### config.mk
export PLATFORM = sky130hd
export DESIGN_NAME = addsub_digit_serial
export DESIGN_NICKNAME = d
export VERILOG_FILES = /design/src/rtl/addsub_digit_serial.sv
export SDC_FILE = /design/constraint.sdc
export NUM_CORES = 1
export LEC_CHECK = 0
export BUFFER_PORTS_ARGS = -buffer_cell sky130_fd_sc_hd__buf_2
export CORE_MARGIN = 5
export CORE_UTILIZATION = 35
export CTS_CLUSTER_DIAMETER = 150
export DETAILED_ROUTE_END_ITERATION = 10
export GPL_TIMING_DRIVEN = 0
export PLACE_DENSITY = 0.61
export REMOVE_ABC_BUFFERS = 1
export SLEW_MARGIN = 10
export SYNTH_ARGS = -nofsm -noshare
export SYNTH_HDL_FRONTEND = slang
export SYNTH_SLANG_ARGS = --single-unit
### constraint.sdc
create_clock -name clk -period 3.1 [get_ports clk]
set_clock_uncertainty 0.1 [all_clocks]
set_input_delay 0 -clock clk [delete_from_list [all_inputs] [get_ports clk]]
set_output_delay 0 -clock clk [all_outputs]
set_load 0.02 [all_outputs]
### src/rtl/addsub_digit_serial.sv
// Digit-serial unsigned adder/subtractor with optional saturation.
// A request is captured in IDLE, processed DIGIT bits per cycle in RUN
// (LSB digit first), and the result is finalised and held in DONE until
// the consumer accepts it.
//
// state | meaning
// IDLE  | waiting for a request, in_ready=1
// RUN   | one digit per cycle, N = WIDTH/DIGIT cycles
// DONE  | first cycle finalises outputs, then held until out_ready
module addsub_digit_serial #(
  parameter int WIDTH = 8,
  parameter int DIGIT = 2
) (
  input  logic             clk,
  input  logic             rst,
  input  logic             in_valid,
  output logic             in_ready,
  input  logic [WIDTH-1:0] a,
  input  logic [WIDTH-1:0] b,
  input  logic             sub,
  input  logic             sat,
  input  logic             cin,
  output logic             out_valid,
  input  logic             out_ready,
  output logic [WIDTH-1:0] result,
  output logic             cout,
  output logic             ovf
);

  localparam int N  = WIDTH / DIGIT;
  localparam int CW = (N > 1) ? $clog2(N) : 1;

  if ((DIGIT < 1) || (WIDTH % DIGIT != 0)) begin : g_bad_digit
    $error("addsub_digit_serial: WIDTH must be a positive multiple of DIGIT");
  end

  typedef enum logic [1:0] {IDLE, RUN, DONE} state_t;

  state_t           state;
  logic [WIDTH-1:0] a_r;
  logic [WIDTH-1:0] bx_r;   // b already conditioned for subtract (~b)
  logic [WIDTH-1:0] acc;    // raw sum digits, filled LSB digit first
  logic             sub_r;
  logic             sat_r;
  logic             carry;
  logic [CW-1:0]    cnt;

  logic [DIGIT-1:0] da;
  logic [DIGIT-1:0] db;
  logic [DIGIT:0]   dsum;
  logic             ovf_raw;
  int               base;

  assign in_ready = (state == IDLE);

  // Select the current digit of both operands and add it with the running carry.
  always_comb begin
    base    = int'(cnt) * DIGIT;
    da      = a_r[base +: DIGIT];
    db      = bx_r[base +: DIGIT];
    dsum    = {1'b0, da} + {1'b0, db} + {{DIGIT{1'b0}}, carry};
    ovf_raw = sub_r ? ~carry : carry;
  end

  // Control FSM with operand capture, digit datapath and registered outputs.
  always_ff @(posedge clk or posedge rst) begin
    if (rst) begin
      state     <= IDLE;
      a_r       <= '0;
      bx_r      <= '0;
      acc       <= '0;
      sub_r     <= 1'b0;
      sat_r     <= 1'b0;
      carry     <= 1'b0;
      cnt       <= '0;
      out_valid <= 1'b0;
      result    <= '0;
      cout      <= 1'b0;
      ovf       <= 1'b0;
    end else begin
      case (state)
        IDLE: begin
          if (in_valid) begin
            a_r   <= a;
            bx_r  <= sub ? ~b : b;
            sub_r <= sub;
            sat_r <= sat;
            carry <= cin;
            cnt   <= '0;
            state <= RUN;
          end
        end
        RUN: begin
          acc[base +: DIGIT] <= dsum[DIGIT-1:0];
          carry              <= dsum[DIGIT];
          if (cnt == CW'(N - 1)) begin
            cnt   <= '0;
            state <= DONE;
          end else begin
            cnt <= cnt + 1'b1;
          end
        end
        DONE: begin
          if (!out_valid) begin
            // Final carry is settled; apply saturation and publish.
            cout      <= carry;
            ovf       <= ovf_raw;
            out_valid <= 1'b1;
            if (sat_r && ovf_raw)
              result <= sub_r ? '0 : '1;
            else
              result <= acc;
          end else if (out_ready) begin
            out_valid <= 1'b0;
            state     <= IDLE;
          end
        end
        default: state <= IDLE;
      endcase
    end
  end

endmodule

[After elaboration in Yosys (flattened, before gate mapping)]
Cells that the tools add are included.
Word-level totals
  memories: 0
  bits in writable memories: 0
  word-level logic and storage cells: 54
  bits in latches: 0
  flip-flop bits (word level): 42
  bits of input ports: 23
  memory bits (read-only): 0
  output and inout port bits: 12
Cells by class
  multiply operators: 0
  reductions and logical operators: 7
  muxes and demuxes: 17
  divide/modulo/power cells: 0
  bitwise operators: 3
  add/sub/neg operators: 4
  equal/unequal tests: 7
  shift-type cells: 4
  magnitude comparators: 0
Operator list (count)
  $neg 3->33: 1
  $shift 2x33->8 const A: 1
  $shiftx 2x33->8: 1
  $mux 8: 3
  $shiftx 8x4->2: 2
  $mux 2: 6
  $bwmux 8: 1
  $ne 2x2->1 const B: 4
  $not 8->8: 1
  $pmux 2 s3: 1
  $reduce_and 2->1: 3
  $eq 2x2->1 const B: 2
  $mux 1: 4
  $pmux 2 s2: 1
  $reduce_and 4->1: 1
  $add 2x2->3: 1
  $add 3x1->3: 1
  $add 2x1->2 const B: 1
  $eq 2x1->1 const B: 1
  $logic_not 2->1: 1
  $not 1->1: 2
  $pmux 1 s2: 1
  $reduce_bool 2->1: 1
  $logic_and 1x1->1: 1

[Longest topological paths before layout]
  depth after elaboration: 5
  depth in mapped cells: 7
  depth with buffers taken out: 6

[Worst setup path before layout]
OpenSTA, ideal clock, no wires.
  kind: register -> register
  start point: reg cnt[0]
  end point: reg acc[1]
  arrival: 2388 ps
  library setup time: 125 ps
  stages on the path, launching flop included: 8
  clock period less this slack: 2612 ps
  path buffers: 1
  setup slack: 488 ps
  required time: 2875 ps
  cells stage by stage: dfrtp_1 buf_2 mux4_2 fa_1 fa_1 nand2b_1 nor2_1 mux2_2
On the way
  word-level cells in the longest chain between the ends: 5
  elaborated cells on any way between the ends: 8
  classes of those cells: 3 x add/sub; 4 x shift; 1 x mux
RTL lines
  start: declaration: line 46  | logic [CW-1:0] cnt;
  start signal: assignment: line 100  | cnt <= cnt + 1'b1;
  $shiftx 8x4->2, on equally long branches: line 59, 60
  $add 2x2->3: line 61  | dsum = {1'b0, da} + {1'b0, db} + {{DIGIT{1'b0}}, carry};
  $add 3x1->3: line 61
  $shiftx 2x33->8: line 94  | acc[base +: DIGIT] <= dsum[DIGIT-1:0];
  $bwmux 8 *: line 94
  end signal: indexed assignment: line 94
  end: declaration: line 42  | logic [WIDTH-1:0] acc;
Every way passes the cells marked *; elsewhere a longest branch is shown, timed or not.
A chain may end at the register's enable or synchronous reset.

[Worst setup path after layout]
Same ends and word-level chain as after synthesis.

==> impl_metrics.yaml <==
run_status:
  status: "finished clean"
timing:
  slew_violations: 0
  min_period_over_period_pct: 90.1
  fmaxAchievable_mhz: 358
  finalCriticalPeriod_ns: 2.79
  rsz0062_at_grt: "false"
  setup_slack_ns: 0.307
  tightest_slew_ns: 0.584
  setup_viol: 0
  fin_hold_ws_ns: 0.0560
  final.setup.tns_ns: 0
  hold_violations: 0
  slew_headroom_pct: 61.1
worst_hold_path:
  worstHoldPathType: "input port to flop"
  hold_path_depth: 3
  hold_path_end: "bx_r[5]"
  worstHoldStart: "sub"
placement:
  dpl_worst_slack_ns: 0.263
  port_buffers: 34
  place.gp.congestion: 0.711
  dp_hpwl_um: 2750
clock_tree:
  cts.hold.buffers_added: 21
  cts-buffers-inserted: 5
  clock_latency_ns: 0.30
  cts_tree: "yes"
  clock-sinks: 42
  cts-htree-levels: 2
  clkTransAtPathRegs_ns: 0.08
  post_cts_buffers: 0
  clockBufferDepth: 2
  cts_resized: 0
  cts_root_buffer: "clkbuf_8"
logic_synthesis:
  synth_cell_types: 30
  synth_common_cells: "dfrtp_1 (42), nor2_1 (22), a21oi_1 (17)"
  yosys_warnings: 0
  synth_cells: 181
  synth_area_leaders: "dfrtp_1 (51%), mux2_2 (6.5%), mux4_2 (4.4%), a21oi_1 (4.1%), nor2_1 (4.0%)"
  ys_ff_latch: 42
  synth_top_area_share_pct: 50.8
  yosys_most_used_dff: "dfrtp_1"
  syn_area_per_cell_um2: 11.4
  synthArstFlopShare_pct: 100
  synth.cell_area_um2: 2070
  synth_top_cell_by_area: "dfrtp_1"
  seq_area_frac_synth_pct: 50.8
  synth_most_common_cell: "dfrtp_1"
  synth-edff-count: 0
drt:
  wl_um: 3730
  vias: 1446
  wire_per_inst_um: 12.0
  drt-pass1-iter-count: 4
  drt_iter0_markers: 49
  ant_nets: 0
  viasPerCell: 4.66
  post-route-drc-count: 0
floorplan:
  start_util_pct: 35.6
  fp.dieH_um: 86.9
  rows: 28
  die_w_um: 86.9
  coreArea_um2: 5820
  dieArea_um2: 7550
  io_pins: 35
power_and_ir_drop:
  total_power_uw: 2640
  p_leak_uw: 0.00121
  clockPowerShare_pct: 16.3
  intPower_uw: 1620
  pwr_density_cell_nw_per_um2: 998
  comb_power_share_pct: 45.0
  netSwitchingFraction_pct: 38.6
  ir_drop_v: 0.000428
  p_switching_uw: 1020
  power_frac_seq_pct: 38.6
grt:
  grt-ovfl-total: 0
  grt_max_degree: 24
  grtUsageTotal_pct: 11.5
  grt_pass1_wl_um: 6800
  antenna_found_initial: 0
  grt_pass1_vias: 1513
worst_setup_path:
  crit_path_start_kind: "flop"
  r2r_slack_ns: 0.31
  rr_worst_depth: 6
  critPathKind: "flop to flop"
  arrival_ns: 2.88
  end_kind: "flop"
  rr_startpoint: "cnt[0]"
  required_ns: 3.19
  crit_fanout: 13
  reg2reg_to: "acc[1]"
finish:
  n_antenna_cell: 0
  nets: 265
  filler_cell_count: 603
  drive_above_1_share_pct: 27.2
  syn_to_final_growth_pct: 27.9
flow_run:
  maxCapViolCount: 0
state kept, by name, summed over array words and instances (netlist names), 2 cells and up:
register and cells:
acc 8, bx_r 8, cnt 2, a_r 8, result 8, state 2
layer usage:
layer  vias to the layer above  GRT usage [%]  wire length, um  part of all wire [%]
met1                       678           14.0             1710                    46
li1                        734              -                -                     -
met4                         0           5.95               78                   2.1
met2                        27           18.4             1740                    47
met3                         7           3.22              194                   5.2
met5                         -              0                0                     0
worst max path at each step:
stage | from | end | slack (ns) | depth (start not counted)
after floorplan | cnt[0] | acc[1] | 0.48 | 6
after global placement | cnt[0] | acc[1] | 0.26 | 6
after detailed placement | cnt[0] | acc[1] | 0.26 | 6
after CTS | cnt[0] | acc[1] | 0.25 | 6
after global routing | cnt[0] | acc[1] | 0.14 | 6
final | cnt[0] | acc[1] | 0.31 | 6
power by group through the flow:
stage | clock [uW] | combinational (uW) | sequential [uW]
4_1_cts | 446 | 1210 | 1030
2_1_floorplan | 0 | 837 | 1050
5_1_grt | 462 | 1360 | 1070
3_3_place_gp | 0 | 1150 | 1030
6_report | 431 | 1190 | 1020
3_5_place_dp | 0 | 1190 | 1040
cells by family (layout without fill, tap and decap cells):
group / Yosys count / in the layout / synth area share [%]
buffers and inverters: 16 / 70 / 4.17
adders and majority gates: 8 / 8 / 5.57
muxes: 18 / 18 / 12.1
AOI/OAI and AO/OA: 38 / 38 / 12.2
DFF: 42 / 42 / 50.8
and+or+nand+nor: 50 / 50 / 11.4
xor gates and xnor gates: 9 / 9 / 3.81
area by class of cell:
cell class,count,area [um2],area share [%]
clock buffers,5,68.8,2.60
clock inverters,3,40.0,1.51
inverters,5,18.8,0.710
multi-input cells,123,937,35.4
flip-flops and latches,42,1050,39.7
well taps,75,93.8,3.55
repair buffers,57,435,16.5
metrics by stage:
stage	cell area, um2	utilization [%]	instances
global route	2650	45.5	310
global placement	2260	38.9	279
finish	2650	45.5	310
detailed placement	2330	40.0	281
floorplan	2000	-	170
CTS	2650	45.5	310
critical path, cell delays in order (launching register included):
cell and delay, ns:
dfrtp_1 0.66, mux4_2 0.59, fa_1 0.41, fa_1 0.50
nand2b_1 0.13, nor2_1 0.05, mux2_2 0.25
cell usage in the layout (no fill, tap or decap):
master and instances:
nor3b_4 1, nor2_1 22, nor2b_1 2, nand2_1 14, buf_2 34, mux2_4 1
dlygate4sd3_1 21, inv_2 1, inv_1 4, buf_16 2, clkinv_2 2, clkbuf_8 5
nor3_1 1, nand3b_1 3, dfrtp_1 42, fa_1 2, mux2i_1 1, or3b_1 1
o21ai_2 1, nor4_1 1, a22o_1 6, mux2_2 12, bufinv_16 1, o31ai_1 11
or2b_1 1, mux4_2 4, nand2b_1 4, ha_1 6, a21oi_1 17, a21o_1 3
xnor2_1 9
Power figures use the tool's default switching activity.
